<file path="src/rtl/axi_lite_slave_regs.sv">
// axi_lite_slave_regs: AXI4-Lite control/status register bank for the matrix accelerator.
// Define AXIL_IRQ_EN to add the IRQ_EN register and the registered irq_o output.
module axi_lite_slave_regs #(
    parameter int          NUM_ARGS = 4,
    parameter logic [31:0] ERR_DATA = 32'hDEAD_BEEF
) (
    input  logic                   ACLK,
    input  logic                   ARST,
    input  logic                   AWVALID,
    output logic                   AWREADY,
    input  logic [31:0]            AWADDR,
    input  logic                   WVALID,
    output logic                   WREADY,
    input  logic [31:0]            WDATA,
    input  logic [3:0]             WSTRB,
    output logic                   BVALID,
    input  logic                   BREADY,
    output logic [1:0]             BRESP,
    input  logic                   ARVALID,
    output logic                   ARREADY,
    input  logic [31:0]            ARADDR,
    output logic                   RVALID,
    input  logic                   RREADY,
    output logic [31:0]            RDATA,
    output logic [1:0]             RRESP,
    output logic                   start_o,
    output logic [32*NUM_ARGS-1:0] args_o,
    input  logic                   busy_i,
    input  logic                   done_i
`ifdef AXIL_IRQ_EN
    ,
    output logic                   irq_o
`endif
);

    typedef enum logic [2:0] {
        W_IDLE,
        W_HAVE_AW,
        W_HAVE_W,
        W_COMMIT,
        W_RESP
    } wstate_t;

    localparam logic [5:0] IDX_CTRL     = 6'd0;
    localparam logic [5:0] IDX_STATUS   = 6'd1;
    localparam logic [5:0] IDX_ARG_LAST = 6'(NUM_ARGS + 1);
`ifdef AXIL_IRQ_EN
    localparam logic [5:0] IDX_IRQ      = 6'(NUM_ARGS + 2);
`endif
    localparam logic [1:0] RESP_OKAY    = 2'b00;
    localparam logic [1:0] RESP_SLVERR  = 2'b10;

    wstate_t                    r_wState;
    logic                       r_awReady;
    logic                       r_wReady;
    logic                       r_bValid;
    logic [1:0]                 r_bResp;
    logic [5:0]                 r_wIdx;
    logic [31:0]                r_wData;
    logic [3:0]                 r_wStrb;

    logic                       r_arReady;
    logic                       r_rValid;
    logic [31:0]                r_rData;
    logic [1:0]                 r_rResp;

    logic [NUM_ARGS-1:0][31:0]  r_args;
    logic                       r_done;
    logic                       r_start;
`ifdef AXIL_IRQ_EN
    logic                       r_irqEn;
    logic                       r_irq;
`endif

    logic [5:0]                 w_rIdx;
    logic                       w_rInRange;
    logic                       w_wInRange;
    logic                       w_commit;
    logic [31:0]                w_rdData;
    logic                       w_unused;

    function automatic logic idxInRange(input logic [5:0] idx);
`ifdef AXIL_IRQ_EN
        return (idx <= IDX_ARG_LAST) || (idx == IDX_IRQ);
`else
        return idx <= IDX_ARG_LAST;
`endif
    endfunction

    // Only the word index ADDR[7:2] decodes; the remaining address bits are don't-care.
    assign w_rIdx     = ARADDR[7:2];
    assign w_unused   = ^{AWADDR[31:8], AWADDR[1:0], ARADDR[31:8], ARADDR[1:0]};
    assign w_rInRange = idxInRange(w_rIdx);
    assign w_wInRange = idxInRange(r_wIdx);
    assign w_commit   = (r_wState == W_COMMIT);

    always_ff @(posedge ACLK) begin
        if (ARST) begin
            r_wState  <= W_IDLE;
            r_awReady <= 1'b1;
            r_wReady  <= 1'b1;
            r_bValid  <= 1'b0;
            r_bResp   <= RESP_OKAY;
            r_wIdx    <= '0;
            r_wData   <= '0;
            r_wStrb   <= '0;
        end else begin
            case (r_wState)
                W_IDLE: begin
                    if (AWVALID) begin
                        r_wIdx <= AWADDR[7:2];
                    end
                    if (WVALID) begin
                        r_wData <= WDATA;
                        r_wStrb <= WSTRB;
                    end
                    if (AWVALID && WVALID) begin
                        r_awReady <= 1'b0;
                        r_wReady  <= 1'b0;
                        r_wState  <= W_COMMIT;
                    end else if (AWVALID) begin
                        r_awReady <= 1'b0;
                        r_wState  <= W_HAVE_AW;
                    end else if (WVALID) begin
                        r_wReady <= 1'b0;
                        r_wState <= W_HAVE_W;
                    end
                end
                W_HAVE_AW: begin
                    if (WVALID) begin
                        r_wData  <= WDATA;
                        r_wStrb  <= WSTRB;
                        r_wReady <= 1'b0;
                        r_wState <= W_COMMIT;
                    end
                end
                W_HAVE_W: begin
                    if (AWVALID) begin
                        r_wIdx    <= AWADDR[7:2];
                        r_awReady <= 1'b0;
                        r_wState  <= W_COMMIT;
                    end
                end
                W_COMMIT: begin
                    r_bValid <= 1'b1;
                    r_bResp  <= w_wInRange ? RESP_OKAY : RESP_SLVERR;
                    r_wState <= W_RESP;
                end
                W_RESP: begin
                    if (BREADY) begin
                        r_bValid  <= 1'b0;
                        r_awReady <= 1'b1;
                        r_wReady  <= 1'b1;
                        r_wState  <= W_IDLE;
                    end
                end
                default: r_wState <= W_IDLE;
            endcase
        end
    end

    always_comb begin
        w_rdData = 32'd0;
        if (w_rIdx == IDX_STATUS) begin
            w_rdData = {30'd0, r_done, busy_i};
        end
        for (int k = 0; k < NUM_ARGS; k++) begin
            if (w_rIdx == 6'(k + 2)) begin
                w_rdData = r_args[k];
            end
        end
`ifdef AXIL_IRQ_EN
        if (w_rIdx == IDX_IRQ) begin
            w_rdData = {31'd0, r_irqEn};
        end
`endif
        if (!w_rInRange) begin
            w_rdData = ERR_DATA;
        end
    end

    // Read data is captured from the pre-edge register state, so a read that
    // lands on a commit edge sees the old value.
    always_ff @(posedge ACLK) begin
        if (ARST) begin
            r_arReady <= 1'b1;
            r_rValid  <= 1'b0;
            r_rData   <= '0;
            r_rResp   <= RESP_OKAY;
        end else if (r_rValid) begin
            if (RREADY) begin
                r_rValid  <= 1'b0;
                r_arReady <= 1'b1;
            end
        end else if (ARVALID) begin
            r_rValid  <= 1'b1;
            r_arReady <= 1'b0;
            r_rData   <= w_rdData;
            r_rResp   <= w_rInRange ? RESP_OKAY : RESP_SLVERR;
        end
    end

    // DONE set is evaluated last so a coincident done_i beats the W1C clear.
    always_ff @(posedge ACLK) begin
        if (ARST) begin
            r_args  <= '0;
            r_done  <= 1'b0;
            r_start <= 1'b0;
`ifdef AXIL_IRQ_EN
            r_irqEn <= 1'b0;
`endif
        end else begin
            r_start <= 1'b0;
            if (w_commit && w_wInRange) begin
                if (r_wIdx == IDX_CTRL) begin
                    r_start <= r_wStrb[0] & r_wData[0];
                end
                if ((r_wIdx == IDX_STATUS) && r_wStrb[0] && r_wData[1]) begin
                    r_done <= 1'b0;
                end
                for (int k = 0; k < NUM_ARGS; k++) begin
                    if (r_wIdx == 6'(k + 2)) begin
                        for (int b = 0; b < 4; b++) begin
                            if (r_wStrb[b]) begin
                                r_args[k][8*b +: 8] <= r_wData[8*b +: 8];
                            end
                        end
                    end
                end
`ifdef AXIL_IRQ_EN
                if ((r_wIdx == IDX_IRQ) && r_wStrb[0]) begin
                    r_irqEn <= r_wData[0];
                end
`endif
            end
            if (done_i) begin
                r_done <= 1'b1;
            end
        end
    end

`ifdef AXIL_IRQ_EN
    always_ff @(posedge ACLK) begin
        if (ARST) begin
            r_irq <= 1'b0;
        end else begin
            r_irq <= r_done & r_irqEn;
        end
    end

    assign irq_o = r_irq;
`endif

    assign AWREADY = r_awReady;
    assign WREADY  = r_wReady;
    assign BVALID  = r_bValid;
    assign BRESP   = r_bResp;
    assign ARREADY = r_arReady;
    assign RVALID  = r_rValid;
    assign RDATA   = r_rData;
    assign RRESP   = r_rResp;
    assign start_o = r_start;
    assign args_o  = r_args;

endmodule

</file>
<file path="config.mk">
export PLATFORM = sky130hd
export DESIGN_NAME = axi_lite_slave_regs
export DESIGN_NICKNAME = d
export VERILOG_FILES = /design/src/rtl/axi_lite_slave_regs.sv
export SDC_FILE = /design/constraint.sdc
export NUM_CORES = 1
export LEC_CHECK = 0
export ABC_AREA = 1
export CAP_MARGIN = 20
export CORE_UTILIZATION = 39
export DETAILED_ROUTE_END_ITERATION = 10
export GPL_TIMING_DRIVEN = 0
export PLACE_DENSITY = 0.8
export SYNTH_ARGS = -nofsm -noshare
export SYNTH_HDL_FRONTEND = slang
export SYNTH_SLANG_ARGS = --single-unit
</file>
<file path="constraint.sdc">
create_clock -name ACLK -period 1.9 [get_ports ACLK]
set_clock_uncertainty 0.15 [all_clocks]
set_input_delay 0.38 -clock ACLK [delete_from_list [all_inputs] [get_ports ACLK]]
set_output_delay 0.38 -clock ACLK [all_outputs]
set_load 0.05 [all_outputs]
</file>
# Yosys cells after proc, flatten, opt, wreduce, memory -nomap -nowiden
# Cells that the tools add are included.
[totals] out_inout_bits=170 wordCells=130 inputBits=109 ff_bits=216
[classes] mux=34 n_reduce_logical=40 n_lt_le_gt_ge=2 bitwise_logic=4 eq_ne=20
[op_table] operator="two-way mux 32 bit" n=5
[op_table] operator="AND reduction 3 bit" n=17
[op_table] operator="equality test 6 x 2 -> 1 bit, second input constant" n=4
[op_table] operator="equality test 6 x 3 -> 1 bit, second input constant" n=4
[op_table] operator="two-way mux 3 bit" n=6
[op_table] operator="two-way mux 1 bit" n=16
[op_table] operator="case mux 3 bit (5 select lines)" n=1
[op_table] operator="AND reduction 2 bit" n=7
[op_table] operator="equality test 6 x 1 -> 1 bit, second input constant" n=2
[op_table] operator="less-or-equal comparator 6 x 3 -> 1 bit, second input constant" n=2
[op_table] operator="!= test 2 bit, second input constant" n=4
[op_table] operator="nonzero test 2 bit" n=4
[op_table] operator="equality test 3 x 2 -> 1 bit, second input constant" n=2
[op_table] operator="zero test 6 bit" n=1
[op_table] operator="two-way mux 2 bit" n=3
[op_table] operator="case mux 1 bit (3 select lines)" n=2
[op_table] operator="nonzero test 3 bit" n=2
[op_table] operator="logical AND 1 bit" n=4
[op_table] operator="!= test 4 bit, second input constant" n=1
[op_table] operator="AND reduction 4 bit" n=1
[op_table] operator="OR reduction 2 bit" n=2
[op_table] operator="equality test 3 x 1 -> 1 bit, second input constant" n=1
[op_table] operator="equality test 3 bit, second input constant" n=1
[op_table] operator="zero test 3 bit" n=1
[op_table] operator="other kinds (5)" n=7

# Longest topological paths before layout
# Gate-level depths: netlist of the first run.
[logic_depth] depth_word=7 mapped_depth=9 ltp_nobuf=8

# Worst setup path before layout of the first run
# OpenSTA, ideal clock, no wires.
[synth_path] path_kind="flip-flop to flip-flop" startpoint="register r_rValid, in the netlist RVALID" endpoint="register r_rData[11], in the netlist RDATA[11]" required_time_ns=1.632 arrival_time_ns=1.472 setup_ns=0.118 path_slack_ns=0.161 period_less_slack_ns=1.739 n_path_buf=1 stages_incl_launch_ff=8 cell_sequence="dfxtp_1 > nor2_2 > nand4_1 > clkinv_1 > buf_2 > o21ai_0 > nor2_1 > nor2_1"
[synth_via] elab_chain_len=2
[synth_lines] item="from (decl)" line="63" text="logic r_rValid;"
[synth_lines] item="from (signal assigned)" line="187" text="r_rValid <= 1'b0;"
[synth_lines] item="from (signal assigned)" line="192" text="r_rValid <= 1'b0;"
[synth_lines] item="from (signal assigned)" line="196" text="r_rValid <= 1'b1;"
[synth_lines] item="NOT 1 bit (no source line)"
[synth_lines] item="AND reduction 2 bit (no source line)"
[synth_lines] item="to (signal assigned)" line="198" text="r_rData <= w_rdData;"
[synth_lines] item="to (decl)" line="64" text="logic [31:0] r_rData;"
# No other way between the ends.
# A chain may end at the register's enable or synchronous reset.

# Final worst setup path of the first run
[layout_path] startpoint="input ARADDR[4]" endpoint="register r_rData[24], in the netlist RDATA[24]"
[layout_via] elab_chain_len=6 elab_cells_between_ends=10 cone_classes="1 x order compare; 4 x eq/ne; 5 x mux"
[layout_lines] item="from (decl)" line="21" text="input logic [31:0] ARADDR,"
[layout_lines] item="equality test 6 x 2 -> 1 bit" line="168" text="if (w_rIdx == 6'(k + 2)) begin"
[layout_lines] item="two-way mux 32 bit (4 in series)" line="168"
[layout_lines] item="two-way mux 32 bit *" line="177" text="if (!w_rInRange) begin"
# Mark *: on every way between the ends. The rest lies on a longest branch, timed or not.

==> results.md, run 1 <==
* ANT cells at 0
* Final Util at 0.558
* Mean post-synth cell area at about 7.3 sq um
* CP Capture Type: register
* Global-route usage over all layers at 0.302
* M3 GR Usage at 0.0766
* PD cells at 931 mW/mm^2
* PnR worst setup slack at -0.00605 ns
* Routability congestion estimate at around 0.95
* Largest family of logic cells by synthesized area: simple AND/OR/NAND/NOR gates
* Period minus WS final at 1.91 ns
* Worst hold slack at 0.267 ns
* Synth area leader: dfxtp_1
* 1st-iter DRT viols at 1333
* Drt pass-1 iters at 7
* Fin crit share at 1.00
* CTS tree: built
* Core Area at 0.0228 sq mm
* Fmax at 525 MHz
* PnR Total Power at between 10 and 15 mW
* Die H at between 150 and 200 um
* Post-detail-place hpwl at 26700 um
* Synth top area cells: dfxtp_1 47%, nand2_1 9.9%, nor2_1 8.3%
* Via-to-Cell Ratio at ~5.7
* Rows at 55
* Yosys cell types at 29
* Initial core utilization at 0.401
* Mux cell area share after synthesis at 0
* CP Max Fanout at 10
* Final hold violation count at 0
* Worst slack at placement at -1.08 ns
* Worst vdd ir at 0.649 mV
* Routed Antenna Nets at 0
* Setup crit start kind: input pin
* Post-synthesis compound-gate area fraction at 0.125
* WP data required at 2.19 ns
* Routed vias at approximately 10000
* P&R area growth vs syn at 39.0%
* Slew headroom at 0.464
* Fraction of registers with async set/reset at 0
* GR Layer Usage met1 at 0.376
* Arr. time, crit path at 2.20 ns
* Failing checks: setup timing
* Initial antenna violation count at 0
* Commonest non-fill, non-tap cell in the layout: nand2_1
* Hold Path Cell Cnt at 5
* Fill cells at approximately 2100
* Mapped Cells at 1248
* Vias in the first global route at 9638
* Hold Buf Count CTS at 0
* Reg clk slew, reported paths at 0.06 ns
* Leakage at 4.84 nW
* Die ar. at around 0.024 sq mm
* Routed wire per std cell at 20.4 um
* Worst skew pair latency at 0.52 ns
* Pin slew with the least headroom to its limit at 0.804 ns
* Final WL at 37400 um
* PortBufs at 222
* Gr ovfl total at 0
* Largest net degree at the start of global routing at 13
* Max H-tree Level at 1
* First-pass GRT wire length at around 56000 um
* Post-Synth XOR/XNOR Area at 0
* Top cell type's share of synthesized area at 0.469
* Post-Synth Simple-Gate Area at 0.329
* Setup CP Type: in2reg
* EDFF count, synth at 0
* # setup viols final at 2
* GRT busiest layer: met2
* R2R Setup Slk at ~0.06 ns
* Yosys warning total at 0
* Most frequent cells in the layout: 241 x nand2_1, 213 x dfxtp_1, 199 x nor2_1
* CTS buffer count at 23
* Clock Tree Buf Depth at 3
* Status: finished with violations
* Met2 Usage GRT at 0.472
* Min-Delay Path Class: in2reg
* Nets@finish at 1621
* Synth Flop Type: dfxtp_1
* # IOs at 279
* Die Wd at 155 um
* Synthesized area at 0.00914 sq mm
* FF+latch count, synth at about 210
* Sequential fraction of the synthesis area at 0.469
* Post-synthesis adder-cell area fraction at 0
* Residual DRC at 0
* R2R cell count at 7
* Sink Count at 214
* Root buf cell: clkbuf_16
* Fraction of layout cells with a size suffix above 1 at 0.199
* Max-cap violations at 0
* Final slew viol count at 0
## path summary, 6_finish.rpt
check | start | to
min reg2reg | ARREADY$_SDFFE_PP1P_ | ARREADY$_SDFFE_PP1P_
min | ARADDR[2] | RDATA[17]$_SDFFE_PP0P_
max reg2reg | r_wIdx[4]$_SDFFE_PP0P_ | args_o[54]$_SDFFE_PP0P_
max | ARADDR[4] | RDATA[24]$_SDFFE_PP0P_
## worst max-delay path, cell delays in order
cell             delay (ns)
clkdlybuf4s50_1        0.49
nor2_2                 0.21
nand2_1                0.20
nor2_4                 0.22
buf_4                  0.25
nand2_1                0.08
nand3_1                0.10
nand2_1                0.11
a21oi_1                0.15
## per-stage QoR
step                setup TNS (ns)  std cells  cell area (sq um)
floorplan                        0       1249               9140
global placement            -53.94       1784              11800
detailed placement          -55.58       1784              11800
CTS                              0       1826              12700
global route                -0.532       1838              12700
finish                     -0.0100       1838              12700
## report_power, final
| part | internal [mW] | switching [mW] |
|---|---|---|
| registers | 4.81 | 0.466 |
| logic | 0.669 | 1.67 |
| clock network | 2.37 | 1.84 |
## flip-flops by register name, summed over array words and instances (netlist names)
| signal | count |
|---|---|
| RDATA | 32 |
| WREADY | 1 |
| RVALID | 1 |
| r_wStrb | 4 |
| r_wIdx | 6 |
| RRESP | 1 |
| BVALID | 1 |
| start_o | 1 |
| BRESP | 1 |
| AWREADY | 1 |
| r_wData | 32 |
| r_done | 1 |
| r_wState | 3 |
| args_o | 128 |
| ARREADY | 1 |
## routing by layer
| metal | wire, um | vias to the layer above |
|---|---|---|
| li1 | - | 4747 |
| met1 | 13900 | 4769 |
| met2 | 16500 | 789 |
| met3 | 4730 | 149 |
| met4 | 2270 | 0 |
| met5 | 0 | - |
## final cells by class
type,instances,area (sq um),share of cell area
repair buffers,238,2330,0.183
multi-input cells,894,4280,0.337
clock inverters,5,28.8,0.00227
plain buffers,92,544,0.0429
flip-flops and latches,214,4290,0.337
well taps,313,392,0.0308
inverters,49,185,0.0146
clock buffers,33,653,0.0514
## cell families after synthesis
family,after synthesis
other,1
flip-flops,214
AND/OR/NAND/NOR,666
buffers and inverters,141
AO/OA/AOI/OAI,226
## timing repair
item | in CTS | in global routing
pin swaps | 4 | 4
endpoints found under the hold margin | 0 | 0
setup endpoints to repair | 290 | 222
gates resized for setup | 472 | 75
setup buffers | 4 | 12
## Yosys cell counts, types with 2 or more instances
| library cell | number |
|---|---|
| nand3_4 | 2 |
| nor2_1 | 202 |
| nor2_2 | 7 |
| inv_2 | 4 |
| a21oi_1 | 121 |
| nand4_1 | 108 |
| inv_1 | 43 |
| o21ai_0 | 100 |
| buf_4 | 9 |
| buf_2 | 25 |
| clkinv_1 | 2 |
| clkbuf_1 | 43 |
| o211ai_1 | 3 |
| buf_6 | 13 |
| nand3_2 | 4 |
| dfxtp_1 | 214 |
| nand2_1 | 242 |
| nand3_1 | 92 |
| nor3_1 | 4 |
(Power assumes the default switching activity.)
==> inputs of run 2 (changes only) <==
Settings changed: ABC_CLOCK_PERIOD_IN_PS from default to 1900, CAP_MARGIN 20 to default.
==> results of run 2 <==
Same layout as run 1: the final DEF is identical, and so are final timing and power.
